$ cat config.mk
export PLATFORM = sky130hd
export DESIGN_NAME = sponge_arbiter_flat
export DESIGN_NICKNAME = d
export VERILOG_FILES = /design/src/rtl/sponge_arb_if.sv /design/src/rtl/sponge_arbiter.sv /design/src/flat_wrapper.sv
export SDC_FILE = /design/constraint.sdc
export NUM_CORES = 1
export LEC_CHECK = 0
export BUFFER_PORTS_ARGS = -buffer_cell sky130_fd_sc_hd__buf_2
export CAP_MARGIN = 20
export CORE_AREA = 8 8 166 168
export CTS_CLUSTER_SIZE = 25
export DETAILED_ROUTE_END_ITERATION = 6
export DIE_AREA = 0 0 174 176
export GPL_TIMING_DRIVEN = 0
export SYNTH_ARGS = -nofsm -noshare
export SYNTH_HDL_FRONTEND = slang
export SYNTH_SLANG_ARGS = --single-unit
$ cat constraint.sdc
create_clock -name clk -period 1.7 [get_ports clk]
set_input_delay 0.34 -clock clk [delete_from_list [all_inputs] [get_ports clk]]
set_output_delay 0.34 -clock clk [all_outputs]
set_load 0.02 [all_outputs]
$ cat src/rtl/sponge_arb_if.sv
// Bundle between the samplers, the sponge arbiter and the shared SHAKE sponge.
// The slave modport is the arbiter's view; the master modport is the requester/sponge side.
interface sponge_arb_if #(
  parameter int NUM_REQ       = 3,
  parameter int DATA_IN_BITS  = 64,
  parameter int DATA_OUT_BITS = 64
);
  localparam int LW = $clog2(DATA_IN_BITS) + 1;

  logic [NUM_REQ-1:0]              req, gnt, wdog_err;
  logic [NUM_REQ*DATA_IN_BITS-1:0] r_data_in;
  logic [NUM_REQ-1:0]              r_in_valid, r_in_last, r_out_ready;
  logic [NUM_REQ*LW-1:0]           r_last_len;
  logic [NUM_REQ-1:0]              r_in_ready, r_out_valid;
  logic [DATA_OUT_BITS-1:0]        r_data_out;

  logic                     sp_clear, sp_in_valid, sp_in_last, sp_out_ready;
  logic [DATA_IN_BITS-1:0]  sp_data_in;
  logic [LW-1:0]            sp_last_len;
  logic [DATA_OUT_BITS-1:0] sp_data_out;
  logic                     sp_in_ready, sp_out_valid;

  modport slave (
    input  req, r_data_in, r_in_valid, r_in_last, r_last_len, r_out_ready,
           sp_data_out, sp_in_ready, sp_out_valid,
    output gnt, wdog_err, r_in_ready, r_out_valid, r_data_out,
           sp_clear, sp_data_in, sp_in_valid, sp_in_last, sp_last_len, sp_out_ready
  );

  modport master (
    output req, r_data_in, r_in_valid, r_in_last, r_last_len, r_out_ready,
           sp_data_out, sp_in_ready, sp_out_valid,
    input  gnt, wdog_err, r_in_ready, r_out_valid, r_data_out,
           sp_clear, sp_data_in, sp_in_valid, sp_in_last, sp_last_len, sp_out_ready
  );
endinterface

$ cat src/rtl/sponge_arbiter.sv
// Round-robin session arbiter sharing one SHAKE sponge between NUM_REQ samplers; clears the sponge
// before every session. Optional idle watchdog enabled by defining SPONGE_ARB_WATCHDOG_EN.
module sponge_arbiter #(
  parameter int NUM_REQ       = 3,
  parameter int DATA_IN_BITS  = 64,
  parameter int DATA_OUT_BITS = 64,
  parameter int WDOG_CYCLES   = 4096
) (
  input logic         clk,
  input logic         rst,
  sponge_arb_if.slave bus
);
  localparam int LW = $clog2(DATA_IN_BITS) + 1;
  localparam int OW = $clog2(NUM_REQ);

  typedef enum logic [1:0] {IDLE, CLEAR, BUSY} state_t;

  state_t          state, state_nxt;
  logic [OW-1:0]   owner, rr_ptr, win, owner_inc;
  logic            found, clr_q, busy, active, own_req, revoke;
  logic [NUM_REQ-1:0] cand;

  assign busy      = (state == BUSY);
  assign own_req   = bus.req[owner];
  assign active    = busy & own_req;
  assign owner_inc = (owner == OW'(NUM_REQ-1)) ? '0 : owner + 1'b1;

`ifdef SPONGE_ARB_WATCHDOG_EN
  localparam int CW = ($clog2(WDOG_CYCLES+1) > 12) ? $clog2(WDOG_CYCLES+1) : 12;

  logic [CW-1:0]      wcnt;
  logic [NUM_REQ-1:0] blocked, wdog_q;
  logic               hs;

  assign hs     = (bus.sp_in_valid & bus.sp_in_ready) | (bus.sp_out_valid & bus.sp_out_ready);
  assign revoke = active & ~hs & (wcnt == CW'(WDOG_CYCLES-1));
  // A revoked requester stays out of arbitration until it has dropped req once.
  assign cand   = bus.req & ~blocked;
  assign bus.wdog_err = wdog_q;

  always_ff @(posedge clk) begin
    if (!rst) begin
      wcnt    <= '0;
      blocked <= '0;
      wdog_q  <= '0;
    end else begin
      wdog_q  <= '0;
      blocked <= blocked & bus.req;
      if (!busy || hs) wcnt <= '0;
      else             wcnt <= wcnt + 1'b1;
      if (revoke) begin
        wdog_q[owner]  <= 1'b1;
        blocked[owner] <= bus.req[owner];
      end
    end
  end
`else
  logic [31:0] wdog_unused;
  assign wdog_unused  = 32'(WDOG_CYCLES);
  assign revoke       = 1'b0;
  assign cand         = bus.req;
  assign bus.wdog_err = '0;
`endif

  // First candidate at or after rr_ptr, wrapping.
  always_comb begin
    int idx;
    idx   = 0;
    win   = rr_ptr;
    found = 1'b0;
    for (int k = 0; k < NUM_REQ; k++) begin
      idx = int'(rr_ptr) + k;
      if (idx >= NUM_REQ) idx = idx - NUM_REQ;
      if (!found && cand[idx]) begin
        win   = OW'(idx);
        found = 1'b1;
      end
    end
  end

  always_comb begin
    state_nxt = state;
    case (state)
      IDLE:    if (found) state_nxt = CLEAR;
      CLEAR:   state_nxt = BUSY;
      BUSY:    if (!own_req || revoke) state_nxt = IDLE;
      default: state_nxt = IDLE;
    endcase
  end

  always_ff @(posedge clk) begin
    if (!rst) begin
      state  <= IDLE;
      owner  <= '0;
      rr_ptr <= '0;
      clr_q  <= 1'b1;
    end else begin
      state <= state_nxt;
      clr_q <= 1'b0;
      if (state == IDLE && found) owner <= win;
      if (busy && state_nxt == IDLE) rr_ptr <= owner_inc;
    end
  end

  assign bus.r_data_out = bus.sp_data_out;

  // Sponge-side data is forced to zero outside an active session.
  always_comb begin
    bus.gnt          = '0;
    bus.r_in_ready   = '0;
    bus.r_out_valid  = '0;
    bus.sp_data_in   = '0;
    bus.sp_in_valid  = 1'b0;
    bus.sp_in_last   = 1'b0;
    bus.sp_last_len  = '0;
    bus.sp_out_ready = 1'b0;
    bus.sp_clear     = ~rst | clr_q | (state == CLEAR);
    if (busy) begin
      bus.gnt[owner]         = 1'b1;
      bus.r_in_ready[owner]  = bus.sp_in_ready;
      bus.r_out_valid[owner] = bus.sp_out_valid;
    end
    if (active) begin
      bus.sp_data_in   = bus.r_data_in[int'(owner)*DATA_IN_BITS +: DATA_IN_BITS];
      bus.sp_in_valid  = bus.r_in_valid[owner];
      bus.sp_in_last   = bus.r_in_last[owner];
      bus.sp_last_len  = bus.r_last_len[int'(owner)*LW +: LW];
      bus.sp_out_ready = bus.r_out_ready[owner];
    end
  end
endmodule
$ cat src/flat_wrapper.sv
// flat-port wrapper written by rule: the top's interface ports become plain ports
module sponge_arbiter_flat 
#(
  parameter int NUM_REQ       = 3,
  parameter int DATA_IN_BITS  = 64,
  parameter int DATA_OUT_BITS = 64,
  parameter int WDOG_CYCLES   = 4096
)
  (clk, rst, bus_req, bus_r_data_in, bus_r_in_valid, bus_r_in_last, bus_r_last_len, bus_r_out_ready, bus_sp_data_out, bus_sp_in_ready, bus_sp_out_valid, bus_gnt, bus_wdog_err, bus_r_in_ready, bus_r_out_valid, bus_r_data_out, bus_sp_clear, bus_sp_data_in, bus_sp_in_valid, bus_sp_in_last, bus_sp_last_len, bus_sp_out_ready);
  sponge_arb_if #(.NUM_REQ(NUM_REQ), .DATA_IN_BITS(DATA_IN_BITS), .DATA_OUT_BITS(DATA_OUT_BITS)) bus_i ();
  input logic clk;
  input logic rst;
  input wire logic [$bits(bus_i.req)-1:0] bus_req;
  input wire logic [$bits(bus_i.r_data_in)-1:0] bus_r_data_in;
  input wire logic [$bits(bus_i.r_in_valid)-1:0] bus_r_in_valid;
  input wire logic [$bits(bus_i.r_in_last)-1:0] bus_r_in_last;
  input wire logic [$bits(bus_i.r_last_len)-1:0] bus_r_last_len;
  input wire logic [$bits(bus_i.r_out_ready)-1:0] bus_r_out_ready;
  input wire logic [$bits(bus_i.sp_data_out)-1:0] bus_sp_data_out;
  input wire logic [$bits(bus_i.sp_in_ready)-1:0] bus_sp_in_ready;
  input wire logic [$bits(bus_i.sp_out_valid)-1:0] bus_sp_out_valid;
  output wire logic [$bits(bus_i.gnt)-1:0] bus_gnt;
  output wire logic [$bits(bus_i.wdog_err)-1:0] bus_wdog_err;
  output wire logic [$bits(bus_i.r_in_ready)-1:0] bus_r_in_ready;
  output wire logic [$bits(bus_i.r_out_valid)-1:0] bus_r_out_valid;
  output wire logic [$bits(bus_i.r_data_out)-1:0] bus_r_data_out;
  output wire logic [$bits(bus_i.sp_clear)-1:0] bus_sp_clear;
  output wire logic [$bits(bus_i.sp_data_in)-1:0] bus_sp_data_in;
  output wire logic [$bits(bus_i.sp_in_valid)-1:0] bus_sp_in_valid;
  output wire logic [$bits(bus_i.sp_in_last)-1:0] bus_sp_in_last;
  output wire logic [$bits(bus_i.sp_last_len)-1:0] bus_sp_last_len;
  output wire logic [$bits(bus_i.sp_out_ready)-1:0] bus_sp_out_ready;
  assign bus_i.req = bus_req;
  assign bus_i.r_data_in = bus_r_data_in;
  assign bus_i.r_in_valid = bus_r_in_valid;
  assign bus_i.r_in_last = bus_r_in_last;
  assign bus_i.r_last_len = bus_r_last_len;
  assign bus_i.r_out_ready = bus_r_out_ready;
  assign bus_i.sp_data_out = bus_sp_data_out;
  assign bus_i.sp_in_ready = bus_sp_in_ready;
  assign bus_i.sp_out_valid = bus_sp_out_valid;
  assign bus_gnt = bus_i.gnt;
  assign bus_wdog_err = bus_i.wdog_err;
  assign bus_r_in_ready = bus_i.r_in_ready;
  assign bus_r_out_valid = bus_i.r_out_valid;
  assign bus_r_data_out = bus_i.r_data_out;
  assign bus_sp_clear = bus_i.sp_clear;
  assign bus_sp_data_in = bus_i.sp_data_in;
  assign bus_sp_in_valid = bus_i.sp_in_valid;
  assign bus_sp_in_last = bus_i.sp_in_last;
  assign bus_sp_last_len = bus_i.sp_last_len;
  assign bus_sp_out_ready = bus_i.sp_out_ready;
  sponge_arbiter #(.NUM_REQ(NUM_REQ), .DATA_IN_BITS(DATA_IN_BITS), .DATA_OUT_BITS(DATA_OUT_BITS), .WDOG_CYCLES(WDOG_CYCLES)) u_core (.clk(clk), .rst(rst), .bus(bus_i));
endmodule
======== Word-level counts from Yosys, hierarchy flattened ========
Index checks and enable logic that the tools add are counted.
W data, S select, Z words.
word-level totals
  word-level logic and storage cells ...... 80
  register bits after elaboration ......... 7
  output and inout bits ................... 151
  bits of input ports ..................... 293
cells by class
  multiplexer cells ....................... 41
  shift-type cells ........................ 2
  bitwise operators ....................... 6
  $add $sub $neg .......................... 6
  reductions and logical operators ........ 9
  multipliers ............................. 1
  equal/unequal tests ..................... 3
  order comparisons ....................... 8
operator list
  cell                     number
  $shiftx A192 B9 Y64      1
  $lt A32 B4 Y1 const B    3
  $mux W32                 3
  $ge A32 B3 Y1 const B    2
  $mux W64                 1
  $sub A32 B3 Y32 const B  2
  $shiftx A21 B32 Y7       1
  $mux W1                  18
  $bmux W1 S2              7
  $mux W2                  6
  $mux W3                  3
  $mux W7                  1
  $and A3 B3 Y3            2
  $pmux W2 S3              1
  $logic_and A1 B1 Y1      5
  $mul A2 B3 Y5 const B    1
  $eq A2 B2 Y1 const B     2
  $logic_not A2 Y1         2
  $add A2 B1 Y3 const B    1
  $add A2 B2 Y3 const B    1
  $lt A2 B3 Y1 const B     1
  $sub A2 B2 Y3 const B    1
  $add A2 B1 Y2 const B    1
  $demux W1 S2             1
  7 further kinds          9

======== Depth between registers and ports, before layout ========
Gate-level depths: netlist of run 1.
  depth after elaboration ................. 16
  gate-level depth with buffers ........... 7
  gate-level depth less buffers ........... 7

======== Worst setup path after synthesis of run 1 ========
No wires, ideal clock.
  path kind ............................... reg2out
  from .................................... register u_core.owner[1]
  to ...................................... output port bus_r_in_ready[1]
  arrival ................................. 1.782 ns
  data required time ...................... 1.360 ns
  stages on the path, launching flop included .. 6
  setup slack ............................. -0.422 ns
  cell sequence ........................... dfxtp_1 buf_2 buf_2 buf_2 nor3b_1 and2_1
on the way
  longest elaborated chain between the ends .. 6
  elaborated cells between the ends (all ways) .. 7
ends and longest elaborated chain
  item                                                                line                   text
  start, declared                                                     sponge_arbiter.sv:19   logic [OW-1:0] owner, rr_ptr, win, owner_inc;
  start signal, assigned                                              sponge_arbiter.sv:100  if (state == IDLE && found) owner <= win;
  $lt A2 B3 Y1 (not written as such) or $ge A2 B1 Y1 (tied branches)  sponge_arbiter.sv:120  bus.r_in_ready[owner] = bus.sp_in_ready;
  $logic_and A1 B1 Y1 (not written as such)                           sponge_arbiter.sv:120
  $mux W1 (not written as such)                                       sponge_arbiter.sv:120
  $demux W1 S2 (*)                                                    n/a
  $and A3 B3 Y3 (no source line) (*)                                  n/a
  $mux W3 (*)                                                         sponge_arbiter.sv:118  if (busy) begin
  end, declared                                                       flat_wrapper.sv:24     output wire logic [$bits(bus_i.r_in_ready)-1:0] bus_r_in_ready;
Mark *: on every way between the ends. The rest lies on a longest branch, timed or not.

======== Final worst setup path of run 1 ========
  from .................................... register u_core.owner[1]
  to ...................................... output port bus_sp_data_in[47]
on the way
  longest elaborated chain between the ends .. 4
  elaborated cells between the ends (all ways) .. 5
ends and longest elaborated chain
  item                                                                         line                   text
  parallel branches: the longest is 3 deep, another holds $shiftx A192 B9 Y64  n/a
  $mux W64 (*)                                                                 sponge_arbiter.sv:123  if (active) begin
  end, declared                                                                flat_wrapper.sv:28     output wire logic [$bits(bus_i.sp_data_in)-1:0] bus_sp_data_in;
Every way passes the cells marked *. The select of a mux whose other input is x is not followed.

==> key figures, run 1 <==
Status
  • Status: finished with violations
  • Failing checks: setup timing

Synth
  • Cells after synthesis: 464
  • FF+latch count, synth: 7
  • Synth Area in Simple Gates: 25.7%
  • Syn_area_per_cell: between 6 and 7 µm²
  • Ys Warns: 0
  • Synthesized area: just under 3000 µm²
  • Area fraction in compound gates after synthesis: roughly 16%
  • Post-Synth XOR/XNOR Area: 0%
  • Mux contribution to synthesized area: around 28%
  • Register area share after synthesis: 4.84%
  • Post-synthesis adder-cell area fraction: between 1.5 and 2%
  • Combinational family with the most area after synthesis: multiplexers
  • Synth cell types: 27

Critical path
  • Worst setup path class: reg -> out
  • CP Cell Sequence: mux2i_2, a2bb2oi_2, or2_4, buf_12, buf_12, nor2_4, buf_4
  • Critical Path RT: around 1400 ps
  • CP endpoint kind: output port
  • Setup crit start kind: flip-flop
  • R2R setup slack: approximately 40 ps
  • CP arrival: approximately 1900 ps
  • Slowest-stage cell, CP: dfxtp_4
  • CP Max Fanout: 10
  • CP most frequent cell: buf_12
  • CP peak stage delay: between 400 and 500 ps

Floorplan
  • Starting density of the core: a little under an eighth
  • DIE AREA: 30600 µm²
  • Die width: 174 µm
  • Die Y: between 150 and 200 µm
  • Cell row count: 58
  • # IOs: around 440
  • CORE AREA: approximately 25000 µm²

Clock tree
  • CTS tree: built
  • Max H-tree Level: 1
  • TritonCTS Sinks: 7
  • Clk pin slew, worst setup/hold paths: approximately 30 ps
  • CTS Root Cell: clkbuf_16
  • Hold-fix buffers, CTS: 0
  • Total CTS buffers: 3
  • Insertion delay to the later sink of the worst-skew pair: about 230 ps
  • Clock Tree Buf Depth: 2

Power and ir drop
  • Power per cell area: between 400 and 500 nW/µm²
  • Combinational Power Share: slightly above 80%
  • Switching Share: 48.3%
  • Flop pwr share: 6.3%
  • LEAKAGE: approximately 3.3 nW
  • Peak supply drop: between 0.2 and 0.25 mV
  • Clock power frac: about an eighth
  • Cell Int Power: 1.64 mW
  • P_sw: 1.53 mW

Global routing
  • Antenna violations before repair: 5
  • Vias in the first global route: 5110
  • GRT Total Usage: 12.4%
  • Largest net degree at the start of global routing: 11
  • GR Overflow Total: 0
  • First-pass GRT wire length: approximately 30000 µm

Min path
  • Worst Hold Class: in -> reg

Flow run
  • Max-Cap Viols: 0

STA
  • Fin worst setup slack: -522 ps
  • Hold Slack: roughly 390 ps
  • Final Hold Violating Endpoints: 0
  • Setup TNS: -35840 ps
  • Period utilization: 131%
  • Final setup viols: 83
  • RSZ-0062 raised after global routing: true
  • Clock Skew: ~0.24 ps
  • Final Max Slew Viols: 0
  • Tmin final: around 2200 ps
  • Peak Freq: around 450 MHz

Drt
  • Average routed wire per standard cell: about 18 µm
  • DRT Wirelength: ~21000 µm
  • Residual DRC: 0
  • ANT nets after route: 0
  • Via density: between 3 and 4
  • Via Count: between 4000 and 5000
  • DR pass1 iterations: 4
  • Drt initial violations: roughly 110

Placement
  • IO buf count: around 380
  • Dpl ws: -908 ps
  • Dpl hpwl: between 15000 and 20000 µm
  • GPL Wtd Cong: a little over 0.8
  • DP Cell Count: between 1000 and 1500

Finish
  • Layout Nets: around 1200
  • Layout cell share with drive strength beyond 1: 72.4%
  • P&R area growth vs syn: 140%
  • Non-filler cells, final: between 1000 and 1500
==> metrics by stage <==
| step | area [µm²] | utilization (%) | power [mW] |
|---|---|---|---|
| after floorplan | 3340 | - | 1.56 |
| after global placement | 5640 | 22.7 | 2.26 |
| after detailed placement | 5640 | 22.7 | 2.28 |
| after CTS | 6460 | 26.0 | 3.03 |
| after global routing | 6930 | 27.9 | 3.39 |
| final | 6930 | 27.9 | 3.18 |
==> synthesized netlist by cell type (all sizes together) <==
master,number,area [µm²]
ha,4,50.1
nor2,156,586
nor3,4,20.0
nand2,3,11.3
a2bb2oi,1,8.76
a32o,2,20.0
or2,1,6.26
nor3b,2,15.0
inv,3,11.3
conb,1,3.75
dfxtp,7,140
and2,6,37.5
mux2i,80,801
a21oi,78,390
o22ai,1,6.26
nand3b,4,30.0
o21ai,2,10.0
buf,88,644
clkbuf,13,48.8
o32ai,1,8.76
o31ai,1,7.51
nand2b,5,31.3
nor2b,1,6.26
==> layout by cell type, fill, tap and decap left out, types with 3 or more instances in the layout <==
cell       instances
clkbuf_16          5
nor2_1            84
buf_4             89
conb_1             3
buf_6             56
nor2_2             3
buf_16             3
nor2_4            69
mux2i_1           74
mux2i_2            4
dfxtp_4            3
buf_8              6
buf_2            325
clkbuf_4           4
nand3b_1           4
a21oi_1           55
buf_12            10
and2_4             4
nand2b_1           4
a21oi_2           23
clkbuf_2           6
dfxtp_1            4
==> worst paths after layout <==
check | start | endpoint | depth (start not counted)
min | rst | u_core.clr_q | 2
min reg2reg | u_core.state[0] | u_core.state[1] | 2
max | u_core.owner[1] | bus_sp_data_in[47] | 7
max reg2reg | u_core.rr_ptr[0] | u_core.owner[1] | 7
==> state kept, by name, summed over array words and instances, names as in the netlist <==
register,cells
u_core.state,2
u_core.owner,2
u_core.rr_ptr,2
u_core.clr_q,1
==> layer usage <==
layer	GRT usage [%]	wire length (µm)
met4	3.14	379
met5	0	34
met1	12.8	7720
met2	23.5	11200
met3	4.27	1810
==> worst max-delay path: cells and delay by family, from the launching register on <==
family                 cells  cell delay (ps)
DFF                        1              440
and+or+nand+nor            2              240
AOI/OAI and AO/OA          1              170
buffers and inverters      3              520
muxes                      1              260
==> timing repair <==
item / CTS / global route
gates cloned: 2 / 2
gates resized for setup: 166 / 116
endpoints found under the hold margin: 0 / 0
pin swaps: 8 / 23
endpoints found under the setup margin: 87 / 85
buffers inserted: 17 / 9
==> area by class of cell <==
| class | count | area (µm²) |
|---|---|---|
| Antenna cell | 2 | 5.00 |
| Buffer | 98 | 872 |
| Clock buffer | 4 | 78.8 |
| Fill cell | 2622 | 17900 |
| Inverter | 3 | 11.3 |
| Multi-Input combinational cell | 355 | 2850 |
| Sequential cell | 7 | 151 |
| Tap cell | 330 | 413 |
| Timing Repair Buffer | 405 | 2550 |
==> logic make-up after synthesis <==
kind of cell / Yosys count
AND/OR/NAND/NOR: 182
buffers and inverters: 104
AO/OA/AOI/OAI: 86
multiplexers: 80
flip-flops: 7
adder cells (fa/ha/maj): 4
other: 1
==> power groups by stage <==
stage | combinational [mW] | clock [mW] | sequential (mW)
after floorplan | 1.37 | 0 | 0.190
after global placement | 2.07 | 0 | 0.191
after detailed placement | 2.09 | 0 | 0.191
after CTS | 2.43 | 0.403 | 0.193
after global routing | 2.78 | 0.407 | 0.204
final | 2.59 | 0.391 | 0.202
Note: power is estimated with default switching activity, not from simulation.
==> inputs of run 2 (changes only) <==
- REMOVE_ABC_BUFFERS: unset -> 1
==> key figures, run 2 (synthesis results as in run 1) <==
STA
  • Period utilization: 130% (was 131%)
  • Clock Skew: 2.16 ps (was 0.243 ps)
  • RSZ-0062 raised after global routing: true (unchanged)
  • Fin worst setup slack: -514 ps (was -522 ps)
  • Final Hold Violating Endpoints: 0 (unchanged)
  • Final Max Slew Viols: 0 (unchanged)
  • Tmin final: 2210 ps (was 2220 ps)
  • Final setup viols: 85 (was 83)
  • Peak Freq: 452 MHz (was 450 MHz)

Global routing
  • First-pass GRT wire length: 31300 µm (was 30000 µm)
  • GRT Total Usage: 13.9% (was 12.4%)
  • Largest net degree at the start of global routing: 22 (was 11)
  • Antenna violations before repair: 0 (was 5)
  • GR Overflow Total: 0 (unchanged)
  • Vias in the first global route: 4673 (was 5110)

Placement
  • DP Cell Count: 1010 (was 1172)
  • Post-DP Area: 4270 µm² (was 5640 µm²)
  • IO buf count: 312 (was 376)
  • Dpl hpwl: 14300 µm (was 17300 µm)
  • Dpl ws: -1550 ps (was -908 ps)
  • GPL Wtd Cong: 0.789 (was 0.825)

Floorplan
  • Die Y: 176 µm (unchanged)
  • Cell row count: 58 (unchanged)
  • Starting density of the core: 11.7% (unchanged)
  • CORE AREA: 24800 µm² (unchanged)
  • # IOs: 444 (unchanged)
  • Die width: 174 µm (unchanged)
  • DIE AREA: 30600 µm² (unchanged)

Finish
  • P&R area growth vs syn: 104% (was 140%)
  • Largest regs: u_core.owner: 2 flops, u_core.rr_ptr: 2 flops, u_core.state: 2 flops (unchanged)
  • # diodes: 0 (was 2)
  • Commonest cells after routing, fill and taps aside: 235 x buf_2, 112 x nor2_1, 77 x mux2i_1, 71 x a21oi_1, 52 x buf_6 (was 325 x buf_2, 89 x buf_4, 84 x nor2_1, 74 x mux2i_1, 69 x nor2_4)
  • Layout cell share with drive strength beyond 1: 59.3% (was 72.4%)
  • Final Util: 23.8% (was 27.9%)
  • Final Cell Area: 5910 µm² (was 6930 µm²)
  • Layout Nets: 1025 (was 1170)
  • Non-filler cells, final: 1057 (was 1204)
  • Commonest non-fill, non-tap cell in the layout: buf_2 (unchanged)

Drt
  • Drt initial violations: 128 (was 113)
  • ANT nets after route: 0 (unchanged)
  • Residual DRC: 0 (unchanged)
  • Via density: 4.21 (was 3.96)
  • Average routed wire per standard cell: 22.3 µm (was 17.5 µm)
  • DR pass1 iterations: 4 (unchanged)
  • DRT Wirelength: 23600 µm (was 21100 µm)
  • Via Count: 4455 (was 4766)

Critical path
  • CP Cell Sequence: buf_16, buf_4, buf_12, buf_12, buf_4, mux2i_1, nor2_1, a21oi_1, nor2_1, buf_4 (was mux2i_2, a2bb2oi_2, or2_4, buf_12, buf_12, nor2_4, buf_4)
  • Delay-heaviest family, CP: buffers and inverters (unchanged)
  • CP endpoint kind: output port (unchanged)
  • CP Max Fanout: 5 (was 10)
  • Setup crit start kind: flip-flop (unchanged)
  • CP most frequent cell: buf_4 (was buf_12)
  • Worst setup path class: reg -> out (unchanged)
  • CP arrival: 1870 ps (was 1880 ps)
  • CP Buf/Inv Count: 6 (was 3)
  • Slowest-stage cell, CP: dfxtp_4 (unchanged)
  • Critical Path RT: 1360 ps (about the same)
  • CP peak stage delay: 350 ps (was 440 ps)

Clock tree
  • Max H-tree Level: 1 (unchanged)
  • CTS Root Cell: clkbuf_16 (unchanged)
  • Insertion delay to the later sink of the worst-skew pair: 230 ps (about the same)
  • CTS tree: built (unchanged)
  • Total CTS buffers: 3 (unchanged)
  • TritonCTS Sinks: 7 (unchanged)
  • Clk pin slew, worst setup/hold paths: 40 ps (was 30 ps)
  • Hold-fix buffers, CTS: 0 (unchanged)
  • Clock Tree Buf Depth: 2 (unchanged)

Flow run
  • Max-Cap Viols: 0 (unchanged)

Power and ir drop
  • Peak supply drop: 0.331 mV (was 0.232 mV)
  • Power per cell area: 490 nW/µm² (was 458 nW/µm²)
  • LEAKAGE: 2.64 nW (was 3.28 nW)

Min path
  • Worst Hold Class: in -> reg (unchanged)

Status
  • Failing checks: setup timing (unchanged)
  • Status: finished with violations (unchanged)
## run 2: routing by layer
metal	GRT usage (%)	up-vias	wire length (µm)
met5	3.52	-	144
met2	21.3	396	10300
met4	4.56	4	791
met3	8.61	46	3360
met1	15.3	1993	9050
li1	-	2016	-
## run 2: worst paths after layout
kind,start,endpoint,depth (start not counted),slack (ps)
hold / removal,rst,u_core.clr_q,2,400
hold reg to reg,u_core.rr_ptr[0],u_core.rr_ptr[0],2,530
setup / recovery,u_core.owner[1],bus_sp_data_in[3],10,-510
setup reg to reg,u_core.rr_ptr[1],u_core.owner[0],7,-10
## run 2: worst reg2reg max path: stages (launching register included)
cell      delay, ps
dfxtp_2         380
inv_1            80
ha_1            250
mux2i_2         190
o22ai_2         210
nor3_2           80
nand2b_1        160
a32o_1          250
## run 2: where the power goes
group	switching, mW	internal, mW	leakage (nW)
sequential	0.0210	0.182	0.0603
clock	0.0860	0.312	0.0382
combinational	1.23	1.07	2.55
total	1.33	1.56	2.64
## run 2: layout make-up
type                    instances  area [µm²]
fillers                      2668       18900
multi-input cells             358        2530
clock buffers                   4        78.8
repair buffers                355        2720
inverters                       3        11.3
well taps                     330         413
flip-flops and latches          7         153
## run 2: through the flow
step / power (mW) / TNS (ps) / hold slack, ps
final: 2.90 / -34150 / 396
after global routing: 3.09 / -39770 / 420
after floorplan: 1.10 / -462970 / 441
after detailed placement: 1.63 / -116230 / 514
after CTS: 2.77 / -39280 / 384
after global placement: 1.65 / -846710 / 506
## run 2: what timing repair did
item | CTS | global route
resized for setup | 188 | 77
cloned | 9 | 0
pin swaps | 36 | 14
endpoints found under the setup margin | 88 | 85
buffers inserted | 24 | 10
==> inputs of run 3 (changes only) <==
- ABC_AREA: unset -> 1
- CORE_AREA: 8 8 166 168 -> 8 8 167 169
- DIE_AREA: 0 0 174 176 -> 0 0 175 177
- SLEW_MARGIN: unset -> 40
==> key figures, run 3 <==
Min path
  • Worst Hold Class: in -> reg (unchanged)
  • Hold-critical path depth: 2 (unchanged)

Drt
  • Residual DRC: 0 (unchanged)
  • DRT Wirelength: 23700 µm (was 23600 µm)
  • ANT nets after route: 0 (unchanged)
  • Average routed wire per standard cell: 21.3 µm (was 22.3 µm)
  • Via Count: 4614 (was 4455)
  • Via density: 4.15 (was 4.21)
  • DR pass1 iterations: 5 (was 4)
  • Drt initial violations: 206 (was 128)

Floorplan
  • Cell row count: 59 (was 58)
  • DIE AREA: 31000 µm² (was 30600 µm²)
  • # IOs: 444 (unchanged)
  • Starting density of the core: 10.0% (was 11.7%)
  • Die Y: 177 µm (was 176 µm)
  • CORE AREA: 25500 µm² (was 24800 µm²)
  • Die width: 175 µm (was 174 µm)

STA
  • Final setup viols: 81 (was 85)
  • Final Hold Violating Endpoints: 0 (unchanged)
  • Final Max Slew Viols: 0 (unchanged)
  • Hold Slack: 398 ps (was 396 ps)
  • Clock Skew: 1.48 ps (was 2.16 ps)
  • RSZ-0062 raised after global routing: true (unchanged)
  • Peak Freq: 442 MHz (was 452 MHz)
  • Tmin final: 2260 ps (was 2210 ps)
  • Period utilization: 133% (was 130%)
  • Fin worst setup slack: -562 ps (was -514 ps)

Power and ir drop
  • Power per cell area: 659 nW/µm² (was 490 nW/µm²)
  • Cell Int Power: 1.85 mW (was 1.56 mW)
  • P_sw: 2.08 mW (was 1.33 mW)
  • Flop pwr share: 6.0% (was 7.0%)
  • LEAKAGE: 2.58 nW (was 2.64 nW)
  • Peak supply drop: 0.287 mV (was 0.331 mV)
  • Clock power frac: 10.3% (was 13.7%)
  • Total chip power: 3.93 mW (was 2.90 mW)
  • Combinational Power Share: 83.7% (was 79.2%)
  • Switching Share: 52.9% (was 46.1%)

Finish
  • Register area: 151 µm² (was 153 µm²)
  • Commonest non-fill, non-tap cell in the layout: nand2_1 (was buf_2)
  • P&R area growth vs syn: 134% (was 104%)
  • Commonest cells after routing, fill and taps aside: 249 x nand2_1, 230 x buf_2, 55 x buf_4, 44 x buf_6, 38 x a31oi_4 (was 235 x buf_2, 112 x nor2_1, 77 x mux2i_1, 71 x a21oi_1, 52 x buf_6)
  • # diodes: 0 (unchanged)
  • Largest regs: u_core.owner: 2 flops, u_core.rr_ptr: 2 flops, u_core.state: 2 flops (unchanged)
  • Multi-input gate area: 2580 µm² (was 2530 µm²)
  • Layout Nets: 1074 (was 1025)
  • Non-filler cells, final: 1111 (was 1057)
  • FILL cells: 2809 (was 2668)
  • Layout cell share with drive strength beyond 1: 57.9% (was 59.3%)

Placement
  • GPL Wtd Cong: 0.870 (was 0.789)
  • Dpl ws: -1420 ps (was -1550 ps)
  • Dpl hpwl: 16200 µm (was 14300 µm)
  • IO buf count: 312 (unchanged)
  • DP Cell Count: 1067 (was 1010)

Synth
  • Top-area cell type share of the netlist area: 37.4% (was 27.7%)
  • Ys Warns: 0 (unchanged)
  • Share of async-settable or async-resettable flops after synthesis: 0% (unchanged)
  • Cells after synthesis: 509 (was 464)
  • Area leader, netlist: nand2_1 (was mux2i_1)
  • Top-count cell post-synth: nand2_1 (was nor2_1)
  • Register area share after synthesis: 5.50% (was 4.84%)
  • Top_reg_cell synth: dfxtp_1 (unchanged)
  • Synthesized area: 2550 µm² (was 2890 µm²)
  • Syn_area_per_cell: 5.01 µm² (was 6.24 µm²)
  • Post-synth EDFFs: 0 (unchanged)
  • Synth top area cells: nand2_1 37%, buf_4 20%, a31oi_1 18%, dfxtp_1 5.5%, clkbuf_1 3.4% (was mux2i_1 28%, nor2_1 20%, buf_4 17%, a21oi_1 13%, dfxtp_1 4.8%)
  • FF+latch count, synth: 7 (unchanged)
  • Synth cell count leaders: 254 x nand2_1, 74 x a31oi_1, 67 x buf_4 (was 156 x nor2_1, 80 x mux2i_1, 78 x a21oi_1)
  • Synth cell types: 17 (was 27)

Clock tree
  • Insertion delay to the later sink of the worst-skew pair: 230 ps (about the same)
  • Max H-tree Level: 1 (unchanged)
  • CTS tree: built (unchanged)
  • Clock Tree Buf Depth: 2 (unchanged)
  • Total CTS buffers: 3 (unchanged)
  • TritonCTS Sinks: 7 (unchanged)
  • CTS Root Cell: clkbuf_16 (unchanged)
  • Clk pin slew, worst setup/hold paths: 40 ps (about the same)

Critical path
  • CP endpoint kind: output port (unchanged)
  • Critical Path RT: 1360 ps (about the same)
  • CP Max Fanout: 5 (unchanged)
  • Delay-heaviest family, CP: buffers and inverters (unchanged)
  • FF-to-FF path depth: 10 (was 7)
  • Worst setup path class: reg -> out (unchanged)
  • CP arrival: 1920 ps (was 1870 ps)
  • Cell count along the critical path: 9 (was 10)
  • CP Buf/Inv Count: 5 (was 6)
  • Slowest-stage cell, CP: dfxtp_4 (unchanged)
  • CP peak stage delay: 370 ps (was 350 ps)
  • CP Cell Sequence: buf_6, nor2_4, inv_2, o21ai_4, nand2_8, buf_12, buf_16, a31oi_1, buf_4 (was buf_16, buf_4, buf_12, buf_12, buf_4, mux2i_1, nor2_1, a21oi_1, nor2_1, buf_4)
  • Setup crit start kind: flip-flop (unchanged)

Global routing
  • Vias in the first global route: 4556 (was 4673)
  • Largest net degree at the start of global routing: 28 (was 22)
  • GRT Total Usage: 12.8% (was 13.9%)
  • First-pass GRT wire length: 29600 µm (was 31300 µm)
  • Antenna violations before repair: 0 (unchanged)
  • GR Overflow Total: 0 (unchanged)

Status
  • Failing checks: setup timing (unchanged)
  • Status: finished with violations (unchanged)

Flow run
  • Max-Cap Viols: 0 (unchanged)
==> run 3: cell count changes in the layout (fill, tap and decap cells not counted), sizes merged, moves of 5 or more <==
cell / change
nand2b: -5
nand2: +254
and2: -6
a21oi: -75
mux2i: -80
nor2: -139
nand3: +17
a31oi: +74
inv: +19
==> run 3: cell type report <==
class	count	area share, %
clock buffers	4	1.32
inverters	21	1.84
multi-input cells	387	43.2
flip-flops and latches	7	2.54
well taps	335	7.02
repair buffers	355	43.8
repair inverters	2	0.293
==> run 3: cell families (layout without fill, tap and decap cells) <==
logic type               after synthesis  in the layout  synth area share, %
AND/OR/NAND/NOR                      294            297                 44.4
other                                  1              3                0.147
buffers and inverters                120            382                 28.0
adder cells (fa/ha/maj)                4              4                 1.96
AO/OA/AOI/OAI                         83             83                 20.0
flip-flops                             7              7                 5.50
==> run 3: path summary, 6_finish.rpt <==
check	slack [ps]	endpoint	from
max	-560	bus_sp_data_in[42]	u_core.owner[0]
min	400	u_core.clr_q	rst
max reg2reg	-30	u_core.rr_ptr[1]	u_core.owner[1]
min reg2reg	530	u_core.state[1]	u_core.state[0]
==> run 3: per-layer routing <==
metal | wire (µm) | global-route usage [%]
met1 | 8860 | 14.5
met2 | 10900 | 19.3
met3 | 3440 | 8.70
met4 | 286 | 1.80
met5 | 261 | 6.40
==> run 3: timing repair <==
item,in CTS,in global routing
endpoints found under the setup margin,89,88
endpoints found under the hold margin,0,0
gates resized for setup,144,138
pin swaps,11,10
hold buffers,0,0
setup buffers,24,3
cloned,10,3
==> run 3: power groups by stage <==
stage	Clock (mW)	Combinational, mW	Sequential, mW
2_1_floorplan	0	1.11	0.209
3_3_place_gp	0	1.68	0.210
3_5_place_dp	0	1.90	0.222
4_1_cts	0.409	2.72	0.236
5_1_grt	0.422	3.51	0.239
6_report	0.404	3.29	0.235
==> run 3: worst reg2reg max path, stage by stage (launching register included) <==
cell	delay [ps]
dfxtp_2	340
inv_4	60
nand2_8	100
inv_16	40
buf_16	120
a22oi_2	200
o21ai_4	130
nor2_1	270
nand2_1	110
o21ai_0	160
nor2_1	90
==> run 3: per-stage QoR <==
stage          cell area (µm²)  util [%]  TNS, ps
6_report                  5970      23.4   -38250
3_3_place_gp              3900      15.3  -516060
2_1_floorplan             1920         -  -277810
3_5_place_dp              4060      15.9   -88220
5_1_grt                   5970      23.4   -43920
4_1_cts                   5110      20.1   -39810
